## config.mk

```make
export PLATFORM = sky130hd
export DESIGN_NAME = ntp_set_loader_flat
export DESIGN_NICKNAME = d
export VERILOG_FILES = /design/src/rtl/ntp_pkg.sv /design/src/rtl/ntp_set_loader_if.sv /design/src/rtl/ntp_byte_timer.sv /design/src/rtl/ntp_set_loader.sv /design/src/flat_wrapper.sv
export SDC_FILE = /design/constraint.sdc
export NUM_CORES = 1
export LEC_CHECK = 0
export ABC_AREA = 1
export CAP_MARGIN = 20
export CORE_MARGIN = 2
export CORE_UTILIZATION = 61
export CTS_CLUSTER_DIAMETER = 40
export DETAILED_ROUTE_END_ITERATION = 12
export DONT_BUFFER_PORTS = 1
export PLACE_DENSITY = 0.86
export SLEW_MARGIN = 20
export SYNTH_ARGS = -nofsm -noshare
export SYNTH_HDL_FRONTEND = slang
export SYNTH_SLANG_ARGS = --single-unit
export TNS_END_PERCENT = 1
```

## constraint.sdc

```tcl
create_clock -name i_clk -period 4.3 [get_ports i_clk]
set_input_delay 0.86 -clock i_clk [delete_from_list [all_inputs] [get_ports i_clk]]
set_output_delay 0.86 -clock i_clk [all_outputs]
set_load 0.005 [all_outputs]
```

## src/rtl/ntp_pkg.sv

```systemverilog
// Shared NTP definitions used by the set loader and the timestamp counter.
package ntp_pkg;

  localparam logic [63:0] NTP_US_STEP = 64'd4295;
  localparam int          NTP_BYTES   = 8;

  typedef enum logic [2:0] {
    ST_IDLE,
    ST_LOAD,
    ST_ADD,
    ST_WAIT_SIG,
    ST_APPLY
  } ntp_ld_state_t;

endpackage

```

## src/rtl/ntp_set_loader_if.sv

```systemverilog
// Host byte stream, boundary pulse and counter write bundle of the NTP set loader.
interface ntp_set_loader_if;

  logic        i_frame_start;
  logic        i_apply_on_sig;
  logic        i_byte_valid;
  logic [7:0]  i_byte_data;
  logic        o_byte_ready;
  logic        i_ntp_sig;
  logic [63:0] o_ntp_set;
  logic        o_ntp_set_sig;
  logic        o_busy;
  logic        o_done;
  logic        o_err_timeout;

  modport master (
    output i_frame_start, i_apply_on_sig, i_byte_valid, i_byte_data, i_ntp_sig,
    input  o_byte_ready, o_ntp_set, o_ntp_set_sig, o_busy, o_done, o_err_timeout
  );

  modport slave (
    input  i_frame_start, i_apply_on_sig, i_byte_valid, i_byte_data, i_ntp_sig,
    output o_byte_ready, o_ntp_set, o_ntp_set_sig, o_busy, o_done, o_err_timeout
  );

endinterface

```

## src/rtl/ntp_byte_timer.sv

```systemverilog
// Clearable up-counter that flags BYTE_TIMEOUT-1 idle cycles between bytes.
module ntp_byte_timer #(
  parameter int BYTE_TIMEOUT = 50_000
) (
  input  logic i_clk,
  input  logic i_rst,
  input  logic i_clr,
  output logic o_term
);

  localparam int            TW   = $clog2(BYTE_TIMEOUT + 1);
  localparam logic [TW-1:0] TERM = TW'(BYTE_TIMEOUT - 1);

  logic [TW-1:0] r_count;

  // Saturates at the terminal value so it never wraps back into a quiet range
  always_ff @(posedge i_clk) begin
    if (i_rst) begin
      r_count <= '0;
    end else if (i_clr) begin
      r_count <= '0;
    end else if (r_count != TERM) begin
      r_count <= r_count + TW'(1);
    end
  end

  assign o_term = (r_count == TERM);

endmodule

```

## src/rtl/ntp_set_loader.sv

```systemverilog
// Collects an 8-byte NTP set frame, adds latency compensation and writes the counter.
module ntp_set_loader
  import ntp_pkg::*;
#(
  parameter int          BYTE_TIMEOUT = 50_000,
  parameter logic [63:0] LAT_COMP     = NTP_US_STEP * 64'd2
) (
  input logic             i_clk,
  input logic             i_rst,
  ntp_set_loader_if.slave bus
);

  localparam logic [2:0] LAST_BYTE = 3'(NTP_BYTES - 1);

  ntp_ld_state_t r_state;
  ntp_ld_state_t w_next_state;

  logic [63:0] r_sr;
  logic [63:0] r_ntp_set;
  logic [2:0]  r_count;
  logic        r_mode;
  logic        r_err_timeout;

  logic w_accept;
  logic w_restart;
  logic w_timeout;
  logic w_timer_clr;
  logic w_timer_term;

  ntp_byte_timer #(
    .BYTE_TIMEOUT(BYTE_TIMEOUT)
  ) u_timer (
    .i_clk (i_clk),
    .i_rst (i_rst),
    .i_clr (w_timer_clr),
    .o_term(w_timer_term)
  );

  always_ff @(posedge i_clk) begin
    if (i_rst) begin
      r_state <= ST_IDLE;
    end else begin
      r_state <= w_next_state;
    end
  end

  // A frame start wins over a byte strobe in the same cycle
  always_comb begin
    w_next_state = r_state;
    w_accept     = 1'b0;
    w_restart    = 1'b0;
    w_timeout    = 1'b0;
    case (r_state)
      ST_IDLE: begin
        if (bus.i_frame_start) begin
          w_restart    = 1'b1;
          w_next_state = ST_LOAD;
        end
      end
      ST_LOAD: begin
        if (bus.i_frame_start) begin
          w_restart = 1'b1;
        end else if (bus.i_byte_valid) begin
          w_accept = 1'b1;
          if (r_count == LAST_BYTE) begin
            w_next_state = ST_ADD;
          end
        end else if (w_timer_term) begin
          w_timeout    = 1'b1;
          w_next_state = ST_IDLE;
        end
      end
      ST_ADD: begin
        w_next_state = r_mode ? ST_WAIT_SIG : ST_APPLY;
      end
      ST_WAIT_SIG: begin
        if (bus.i_frame_start) begin
          w_restart    = 1'b1;
          w_next_state = ST_LOAD;
        end else if (bus.i_ntp_sig) begin
          w_next_state = ST_APPLY;
        end
      end
      ST_APPLY: begin
        w_next_state = ST_IDLE;
      end
      default: begin
        w_next_state = ST_IDLE;
      end
    endcase

    w_timer_clr = (r_state != ST_LOAD) || w_accept || w_restart;

    bus.o_byte_ready  = (r_state == ST_LOAD);
    bus.o_busy        = (r_state != ST_IDLE);
    bus.o_ntp_set_sig = (r_state == ST_APPLY);
    bus.o_done        = (r_state == ST_APPLY);
    bus.o_ntp_set     = r_ntp_set;
    bus.o_err_timeout = r_err_timeout;
  end

  // Compensated value is registered in ADD so it is stable before any strobe
  always_ff @(posedge i_clk) begin
    if (i_rst) begin
      r_sr          <= '0;
      r_ntp_set     <= '0;
      r_count       <= '0;
      r_mode        <= 1'b0;
      r_err_timeout <= 1'b0;
    end else begin
      r_err_timeout <= w_timeout;
      if (w_restart) begin
        r_mode  <= bus.i_apply_on_sig;
        r_count <= '0;
      end else if (w_accept) begin
        r_sr    <= {r_sr[55:0], bus.i_byte_data};
        r_count <= r_count + 3'd1;
      end
      if (r_state == ST_ADD) begin
        r_ntp_set <= r_sr + LAT_COMP;
      end
    end
  end

endmodule
```

## src/flat_wrapper.sv

```systemverilog
// flat-port wrapper written by rule: the top's interface ports become plain ports
module ntp_set_loader_flat import ntp_pkg::*;
#(
  parameter int          BYTE_TIMEOUT = 50_000,
  parameter logic [63:0] LAT_COMP     = NTP_US_STEP * 64'd2
)
  (i_clk, i_rst, bus_i_frame_start, bus_i_apply_on_sig, bus_i_byte_valid, bus_i_byte_data, bus_i_ntp_sig, bus_o_byte_ready, bus_o_ntp_set, bus_o_ntp_set_sig, bus_o_busy, bus_o_done, bus_o_err_timeout);
  ntp_set_loader_if bus_i ();
  input logic i_clk;
  input logic i_rst;
  input wire logic [$bits(bus_i.i_frame_start)-1:0] bus_i_frame_start;
  input wire logic [$bits(bus_i.i_apply_on_sig)-1:0] bus_i_apply_on_sig;
  input wire logic [$bits(bus_i.i_byte_valid)-1:0] bus_i_byte_valid;
  input wire logic [$bits(bus_i.i_byte_data)-1:0] bus_i_byte_data;
  input wire logic [$bits(bus_i.i_ntp_sig)-1:0] bus_i_ntp_sig;
  output wire logic [$bits(bus_i.o_byte_ready)-1:0] bus_o_byte_ready;
  output wire logic [$bits(bus_i.o_ntp_set)-1:0] bus_o_ntp_set;
  output wire logic [$bits(bus_i.o_ntp_set_sig)-1:0] bus_o_ntp_set_sig;
  output wire logic [$bits(bus_i.o_busy)-1:0] bus_o_busy;
  output wire logic [$bits(bus_i.o_done)-1:0] bus_o_done;
  output wire logic [$bits(bus_i.o_err_timeout)-1:0] bus_o_err_timeout;
  assign bus_i.i_frame_start = bus_i_frame_start;
  assign bus_i.i_apply_on_sig = bus_i_apply_on_sig;
  assign bus_i.i_byte_valid = bus_i_byte_valid;
  assign bus_i.i_byte_data = bus_i_byte_data;
  assign bus_i.i_ntp_sig = bus_i_ntp_sig;
  assign bus_o_byte_ready = bus_i.o_byte_ready;
  assign bus_o_ntp_set = bus_i.o_ntp_set;
  assign bus_o_ntp_set_sig = bus_i.o_ntp_set_sig;
  assign bus_o_busy = bus_i.o_busy;
  assign bus_o_done = bus_i.o_done;
  assign bus_o_err_timeout = bus_i.o_err_timeout;
  ntp_set_loader #(.BYTE_TIMEOUT(BYTE_TIMEOUT), .LAT_COMP(LAT_COMP)) u_core (.i_clk(i_clk), .i_rst(i_rst), .bus(bus_i));
endmodule
```

==> reports/metrics.yaml, run 1 <==
status: "complete, no violations"
finalHoldViolCount: 0
synth_nets: 1298
powerDensity_nw_per_um2: 529.1
clock-sinks: 152
async_reset_ff_share_pct: 0
switchingPower_mw: 1.606
combPwrFrac_pct: 22.3
cp-start-kind: "flop"
ys_ff_latch: 152
reg2reg_depth: 7
clockRootBuffer: "clkbuf_16"
post_cts_buffers: 0
cts_made_buffers: 17
cp_max_fo: 66
cts_buffer_depth: 2
seq_area_frac_synth_pct: 37.20
grt_use_total_pct: 33.37
start_util_pct: 62.01
worstMarginPinSlew_ps: 791.0
drive_gt1_share_pct: 4.321
cts.hold.buffers_added: 0
synth_area_leaders: "dfxtp_1, nand2_1, inv_1, nand3_1, nor2_1"
ys_warn_count: 0
required_ps: 4660
htreeDepth: 4
cts_tree: "done"
min-delay-start: "u_core.r_sr[1]$_SDFFE_PP0P_"
grt_pass1_vias: 7402
arrival_ps: 2830
worst_clock_skew_ps: 11.38
p_int_mw: 3.080
fin_setup_tns_ps: 0
insertion_delay_ps: 440
num_vias: 8230
setup_violations: 0
synth.most_common_cell: "nand2_1"
avgSynthCellArea_um2: 6.390
grt_setup_unrepaired: "false"
layout.nets: 1278
cts.clk_slew.worst_paths_ps: 60
drc_errors: 0
ant_nets: 0
drtPass1Iterations: 7
end_kind: "flop"
grt_max_degree: 84
wl_um: 23380
grt_pass1_wl_um: 37330
drt_iter0_markers: 1056
fmax_mhz: 405.7
synth.largest_area_cell: "dfxtp_1"
period_share_pct: 57.32
gp_congestion: 0.9758
ios: 83
slew_violations: 0
pwr-share-seq_pct: 43.2
grt.overflow.total: 0
dpl.hpwl_um: 16700
fp.dieW_um: 119.8
fill_cells: 1192
slew_headroom_pct: 47.27
finalCriticalPeriod_ps: 2465
avgViaCountPerCell: 5.680
pwr-share-clk_pct: 34.5
cts_resized: 0
core_um2: 13190
swShare_pct: 34.27
cap_viol_max_count: 0
synth-edff-count: 0
r2r-start: "u_core.r_state[0]$_SDFFE_PP0P_"
port_buffers: 0
criticalPathCategory: "reg2reg"
routedWlPerCell_um: 16.13
seq_area_um2: 3043
die_area_um2: 14350
rows: 42
min_to: "u_core.bus.o_ntp_set[1]$_SDFFE_PP0N_"
n_antenna_cell: 0
rrSetupSlack_ps: 1840
area_delta_synth_final_pct: 8.291
p_leak_nw: 3.731
ir_drop_uv: 357.8
synthFlopType: "dfxtp_1"
dieHeight_um: 119.8
synth_top_area_share_pct: 37.20
power_mw: 4.686
synth_cell_types: 32
multi_input_area_um2: 4184
syn-instance-count: 1280
mappedNetlistArea_um2: 8179
synth_common_cells: "nand2_1, inv_1, dfxtp_1, nor2_1, nand3_1"
antenna_found_initial: 0
min_path_cells: 1
hold_class: "reg2reg"
timing.rr.end: "u_core.r_sr[61]$_SDFFE_PP0P_"
-- worst max-delay path by stage --
stage,to,start,slack [ps]
2_1_floorplan,u_core.bus.o_ntp_set[36]$_SDFFE_PP0N_,i_rst,2520
6_report,u_core.r_sr[61]$_SDFFE_PP0P_,u_core.r_state[0]$_SDFFE_PP0P_,1840
5_1_grt,u_core.r_sr[45]$_SDFFE_PP0P_,u_core.r_state[0]$_SDFFE_PP0P_,1600
3_3_place_gp,u_core.r_sr[42]$_SDFFE_PP0P_,bus_i_byte_valid,1840
3_5_place_dp,u_core.r_sr[62]$_SDFFE_PP0P_,bus_i_byte_valid,1740
4_1_cts,u_core.r_sr[12]$_SDFFE_PP0P_,u_core.r_state[0]$_SDFFE_PP0P_,1870
-- layer usage --
layer  global-route usage, %  vias up  wire (um)
li1                        -     4050          -
met4                   16.10        0        994
met1                   43.58     3715       9673
met5                       0        -          0
met3                   8.365       76       2189
met2                   51.64      389      10520
-- critical path, stage by stage (launching register included) --
cell	delay [ps]
dfxtp_1	360
inv_1	90
nor3_2	210
nand2_1	170
nor2_4	580
buf_4	620
o21ai_0	150
a21oi_1	160
-- flip-flops by register name, summed over array words and instances (netlist names) --
register,cells
u_core.bus.o_ntp_set,64
u_core.r_sr,64
u_core.u_timer.r_count,16
u_core.r_count,3
u_core.r_state,3
u_core.bus.o_err_timeout,1
u_core.r_mode,1
-- cell usage in the layout, fill, tap and decap left out, types with 8 or more instances in the layout --
cell type | synthesis | final
a21oi_1 | 86 | 86
clkbuf_16 | 0 | 17
dfxtp_1 | 152 | 152
inv_1 | 195 | 194
nand2_1 | 324 | 324
nand3_1 | 113 | 113
nand4_1 | 17 | 17
nor2_1 | 138 | 138
nor3_1 | 8 | 8
o21a_1 | 45 | 45
o21ai_0 | 95 | 95
o21bai_1 | 9 | 9
xor2_1 | 16 | 16
-- power by group through the flow --
stage               combinational, mW  sequential (mW)  clock, mW
finish                           1.04             2.03       1.62
global route                     1.19             2.06       1.69
CTS                              1.04             2.02       1.62
detailed placement               1.02             2.05          0
global placement                0.994             2.04          0
floorplan                       0.853             1.94          0
-- area by class of cell --
cell class | count | share of cell area [%]
sequential | 152 | 34.36
clock inverter | 13 | 2.161
timing repair buffer | 4 | 0.3390
multi-input combinational | 887 | 47.24
tap | 176 | 2.486
clock buffer | 19 | 5.001
inverter | 198 | 8.419
-- through the flow --
| stage | utilization (%) | cells | worst slack (ps) | hold slack, ps | cell area (um2) |
|---|---|---|---|---|---|
| finish | 67.15 | 1449 | 1835 | 454.0 | 8857 |
| floorplan | - | 1280 | 2519 | 405.7 | 8179 |
| global route | 67.15 | 1449 | 1600 | 466.1 | 8857 |
| detailed placement | 62.34 | 1417 | 1744 | 436.2 | 8223 |
| global placement | 62.34 | 1417 | 1837 | 420.0 | 8223 |
| CTS | 67.15 | 1449 | 1869 | 445.9 | 8857 |
-- kinds of logic after synthesis --
family,count (synthesis),share of synthesized area (%)
compound gates,244,16.87
flops,152,37.20
simple gates,621,31.74
buf+inv,241,11.64
fa+ha+maj,4,0.6119
xor+xnor,18,1.927
Power figures use the tool's default switching activity.
==> run 2: changes to the inputs <==
==> constraint.sdc (replaced) <==
create_clock -name i_clk -period 2.52 [get_ports i_clk]
set_input_delay 0.504 -clock i_clk [delete_from_list [all_inputs] [get_ports i_clk]]
set_output_delay 0.504 -clock i_clk [all_outputs]
set_load 0.005 [all_outputs]
==> run 2 against run 1 <==
Against the previous run: first-iteration DRC count down 13%; critical path depth unchanged; clock skew up 1.3 ps; critical path type unchanged.
==> reports/metrics.yaml, run 2 (same netlist as run 1, synthesis figures left out) <==
critPathBufInv: 2  # unchanged
criticalPathCategory: "reg2reg"  # unchanged
final_cell_mix: "nand2_1, inv_1, dfxtp_1, nor2_1, nand3_1"  # unchanged
worst_clock_skew_ps: 12.69  # was 11.38 ps
num_vias: 8164  # was 8,230
clock-sinks: 152  # unchanged
combPwrFrac_pct: 24.1  # was 22.3%
cap_viol_max_count: 0  # unchanged
period_share_pct: 77.81  # was 57.32%
drtPass1Iterations: 6  # was 7
grt_setup_unrepaired: "false"  # unchanged
dpl.hpwl_um: 17060  # was 16,700 um
fill_cells: 1195  # was 1,192
cp_top_family: "buffers and inverters"  # was simple AND/OR/NAND/NOR gates
end_kind: "flop"  # unchanged
grt_pass1_wl_um: 37540  # was 37,330 um
cts_resized: 0  # unchanged
grtUsageMet3_pct: 7.082  # was 8.365%
fin_setup_tns_ps: 0  # unchanged
grt.overflow.total: 0  # unchanged
setup_violations: 0  # unchanged
p_leak_nw: 3.734  # was 3.731 nW
ios: 83  # unchanged
finalCriticalPeriod_ps: 1961  # was 2465 ps
avgViaCountPerCell: 5.611  # was 5.680
area_delta_synth_final_pct: 8.092  # was 8.291%
grt_use_total_pct: 33.25  # was 33.37%
status: "complete, no violations"  # unchanged
arrival_ps: 2320  # was 2830 ps
swShare_pct: 35.68  # was 34.27%
cts.hold.buffers_added: 0  # unchanged
p_int_mw: 4.944  # was 3.080 mW
final_common_cell: "nand2_1"  # unchanged
start_util_pct: 62.01  # unchanged
switchingPower_mw: 2.743  # was 1.606 mW
cts_buffer_depth: 2  # unchanged
cp-start-kind: "flop"  # unchanged
grt_most_used_layer: "met2"  # unchanged
drt_iter0_markers: 918  # was 1,056
layout.nets: 1284  # was 1,278
gp_congestion: 1.022  # was 0.9758
port_buffers: 0  # unchanged
required_ps: 2880  # was 4660 ps
slew_violations: 0  # unchanged
ant_nets: 0  # unchanged
timing.hold.ws_ps: 129.3  # was 454.0 ps
n_antenna_cell: 0  # unchanged
met1_usage_pct: 44.65  # was 43.58%
pwr-share-clk_pct: 30.9  # was 34.5%
cp_max_fo: 66  # unchanged
drive_gt1_share_pct: 4.769  # was 4.321%
slew_headroom_pct: 58.45  # was 47.27%
pwr-share-seq_pct: 45.0  # was 43.2%
slowest_delay_ps: 520  # was 620 ps
worstPathCellList: "inv_1 -> nor3_2 -> nand2_1 -> nor2_4 -> buf_4 -> o21ai_0 -> a21oi_1"  # unchanged
finalHoldViolCount: 0  # unchanged
die_area_um2: 14350  # unchanged
clockRootBuffer: "clkbuf_16"  # unchanged
htreeDepth: 4  # unchanged
grtUsageMet2_pct: 50.79  # was 51.64%
crit_slowest_cell: "buf_4"  # unchanged
rows: 42  # unchanged
antenna_found_initial: 0  # unchanged
insertion_delay_ps: 440  # about the same
dieHeight_um: 119.8  # unchanged
hold_class: "in2reg"  # was reg2reg
ir_drop_uv: 610.7  # was 357.8 uV
core_um2: 13190  # unchanged
grt_pass1_vias: 7428  # was 7,402
fp.dieW_um: 119.8  # unchanged
worstMarginPinSlew_ps: 623.3  # was 791.0 ps
routedWlPerCell_um: 15.83  # was 16.13 um
cts_tree: "done"  # unchanged
fmax_mhz: 510.0  # was 405.7 MHz
post_cts_buffers: 0  # unchanged
grt_max_degree: 67  # was 84
wl_um: 23030  # was 23,380 um
powerDensity_nw_per_um2: 869.5  # was 529.1 nW/um2
cts_made_buffers: 17  # unchanged
cts.clk_slew.worst_paths_ps: 70  # was 60 ps
drc_errors: 0  # unchanged
-- run 2: cell types whose count changed in the layout (fill, tap and decap cells not counted) --
cell / change
buf_4: +4
bufinv_16: -4
buf_12: +2
clkinv_2: +2
clkbuf_8: +1
clkinv_4: +1
clkinvlp_4: -1
inv_6: +1
-- run 2: layer usage --
| layer | part of all wire, % | up-vias |
|---|---|---|
| met5 | 0 | - |
| met4 | 4.3 | 0 |
| met3 | 9.0 | 75 |
| met2 | 44 | 393 |
| met1 | 43 | 3645 |
| li1 | - | 4051 |
-- run 2: worst paths after layout --
| check | endpoint | from | slack [ps] | cells past startpoint |
|---|---|---|---|---|
| setup / recovery | u_core.r_sr[55]$_SDFFE_PP0P_ | u_core.r_state[0]$_SDFFE_PP0P_ | 560 | 7 |
| hold / removal | u_core.bus.o_ntp_set[0]$_SDFFE_PP0N_ | i_rst | 130 | 1 |
| setup reg to reg | u_core.r_sr[55]$_SDFFE_PP0P_ | u_core.r_state[0]$_SDFFE_PP0P_ | 560 | 7 |
| hold reg to reg | u_core.bus.o_ntp_set[1]$_SDFFE_PP0N_ | u_core.r_sr[1]$_SDFFE_PP0P_ | 440 | 1 |
-- run 2: final cells by class --
cell class	count	area [um2]	area share, %
Multi-Input combinational cell	887	4184	47.33
Sequential cell	152	3043	34.42
Timing Repair Buffer	10	100.1	1.132
Clock inverter	12	91.34	1.033
Inverter	198	745.7	8.435
Clock buffer	20	456.7	5.166
Tap cell	176	220.2	2.491
-- run 2: stage by stage --
stage          std cells  setup WS [ps]  area, um2  utilization [%]  power (mW)
2_1_floorplan       1280           1037       8179                -       4.767
3_3_place_gp        1423          675.2       8293            62.87       5.269
3_5_place_dp        1423          665.1       8293            62.87       5.323
4_1_cts             1455          581.1       8841            67.03       7.672
5_1_grt             1455          386.9       8841            67.03       8.109
6_report            1455          559.1       8841            67.03       7.687
-- run 2: power by group through the flow --
stage / sequential (mW) / clock, mW / combinational (mW)
global placement: 3.49 / 0 / 1.77
floorplan: 3.31 / 0 / 1.46
global route: 3.52 / 2.50 / 2.09
finish: 3.46 / 2.38 / 1.85
CTS: 3.45 / 2.38 / 1.84
detailed placement: 3.50 / 0 / 1.82
==> run 3: changes to the inputs <==
==> constraint.sdc (replaced) <==
create_clock -name i_clk -period 1.9 [get_ports i_clk]
set_input_delay 0.38 -clock i_clk [delete_from_list [all_inputs] [get_ports i_clk]]
set_output_delay 0.38 -clock i_clk [all_outputs]
set_load 0.005 [all_outputs]
==> run 3 against run 2 <==
Against the previous run: core utilization up 2.5 points; first-iteration DRC count up 19%; sequential share of layout area fell by 1.2 points; cell area is 3.7% higher.
==> reports/metrics.yaml, run 3 (same netlist as run 1, synthesis figures left out) <==
criticalPathCategory: "reg2reg"  # unchanged
clock-sinks: 152  # unchanged
required_ps: 2200  # was 2880 ps
final_core_util_pct: 69.49  # was 67.03%
final_cell_mix: "nand2_1, inv_1, dfxtp_1, nor2_1, nand3_1"  # unchanged
grt.overflow.total: 0  # unchanged
core_um2: 13190  # unchanged
gp_congestion: 1.076  # was 1.022
drt_iter0_markers: 1095  # was 918
clockRootBuffer: "clkbuf_16"  # unchanged
end_kind: "flop"  # unchanged
multi_input_area_um2: 4259  # was 4184 um2
dpl.hpwl_um: 17050  # was 17,060 um
p_leak_nw: 3.898  # was 3.734 nW
cp-start-kind: "flop"  # unchanged
r2r-start: "u_core.r_state[0]$_SDFFE_PP0P_"  # unchanged
hold_class: "in2reg"  # unchanged
ir_drop_uv: 806.9  # was 610.7 uV
grt_pass1_vias: 7686  # was 7,428
drtPass1Iterations: 6  # unchanged
cts.clk_slew.worst_paths_ps: 70  # about the same
grt_use_total_pct: 33.51  # was 33.25%
die_area_um2: 14350  # unchanged
fmax_mhz: 530.3  # was 510.0 MHz
min-delay-start: "i_rst"  # unchanged
slew_violations: 0  # unchanged
setup_violations: 0  # unchanged
avgViaCountPerCell: 5.606  # was 5.611
cts_tree: "done"  # unchanged
seq_area_um2: 3048  # was 3043 um2
final_common_cell: "nand2_1"  # unchanged
powerDensity_nw_per_um2: 1166  # was 869.5 nW/um2
drc_errors: 0  # unchanged
finalCriticalPeriod_ps: 1886  # was 1961 ps
dp.cells: 1444  # was 1,423
insertion_delay_ps: 440  # about the same
arrival_ps: 2180  # was 2320 ps
layout.nets: 1306  # was 1,284
final_area_um2: 9166  # was 8841 um2
worst_clock_skew_ps: 10.25  # was 12.69 ps
fill_cells: 1164  # was 1,195
grt_setup_unrepaired: "true"  # was false
slew_headroom_pct: 56.46  # was 58.45%
num_vias: 8280  # was 8,164
period_share_pct: 99.25  # was 77.81%
dieHeight_um: 119.8  # unchanged
port_buffers: 0  # unchanged
ios: 83  # unchanged
grt_pass1_wl_um: 38030  # was 37,540 um
routedWlPerCell_um: 15.94  # was 15.83 um
rows: 42  # unchanged
area_delta_synth_final_pct: 12.07  # was 8.092%
worstMarginPinSlew_ps: 652.1  # was 623.3 ps
cts_made_buffers: 17  # unchanged
cp_max_fo: 37  # was 66
finalNonFillerCells: 1477  # was 1,455
start_util_pct: 62.01  # unchanged
n_antenna_cell: 0  # unchanged
wl_um: 23550  # was 23,030 um
placed_area_um2: 8476  # was 8293 um2
grt_max_degree: 131  # was 67
finalHoldViolCount: 0  # unchanged
fin_setup_tns_ps: 0  # unchanged
ant_nets: 0  # unchanged
crit_start: "u_core.r_state[0]$_SDFFE_PP0P_"  # unchanged
htreeDepth: 4  # unchanged
post_cts_buffers: 0  # unchanged
cts_buffer_depth: 2  # unchanged
status: "complete, no violations"  # unchanged
antenna_found_initial: 0  # unchanged
power_mw: 10.69  # was 7.687 mW
cap_viol_max_count: 0  # unchanged
drive_gt1_share_pct: 7.994  # was 4.769%
fp.dieW_um: 119.8  # unchanged
## run 3: per-stage QoR
| step | setup WS, ps | hold WS (ps) |
|---|---|---|
| after global routing | -52.61 | 3.607 |
| after floorplan | 417.0 | 405.7 |
| final | 14.34 | 7.451 |
| after detailed placement | 67.95 | 422.3 |
| after CTS | 30.56 | 3.297 |
| after global placement | 89.83 | 412.8 |
## run 3: layout make-up
cell class	count	area share, %
clock buffer	18	4.791
clock inverter	14	1.761
inverter	198	8.135
multi-input combinational	887	46.46
sequential	152	33.25
tap	176	2.402
timing repair buffer	32	3.194
## run 3: final timing paths
check	end	cells after the start	slack (ps)
worst max-delay path	u_core.r_sr[24]$_SDFFE_PP0P_	7	10
worst min-delay path	u_core.r_state[0]$_SDFFE_PP0P_	1	7
worst max register to register	u_core.r_sr[24]$_SDFFE_PP0P_	7	10
worst min register to register	u_core.bus.o_ntp_set[1]$_SDFFE_PP0N_	1	430
## run 3: timing repair
item | 4_1_cts | 5_1_grt
hold endpoints to repair | 1 | 0
resized for setup | 0 | 27
hold buffers | 1 | 0
setup endpoints to repair | 0 | 43
## run 3: layer usage
| metal | up-vias | part of all wire (%) | global-route usage, % |
|---|---|---|---|
| met1 | 3730 | 42 | 43.10 |
| li1 | 4096 | - | - |
| met2 | 381 | 45 | 53.18 |
| met3 | 73 | 9.1 | 7.652 |
| met4 | 0 | 4.1 | 16.25 |
| met5 | - | 0 | 0 |
## run 3: report_power, final
part	switching (mW)	internal (mW)	leakage, nW	total (mW)
combinational	1.63	0.993	2.36	2.62
clock	1.48	2.01	0.296	3.48
sequential	0.692	3.89	1.24	4.58
total	3.80	6.89	3.90	10.7
## run 3: worst max-delay path: stages (launching register included)
cell and delay [ps]:
dfxtp_1 370, inv_1 90, nor3_2 210, nand2_1 190
nor2_4 180, inv_2 280, o21ai_0 350, a21oi_1 70
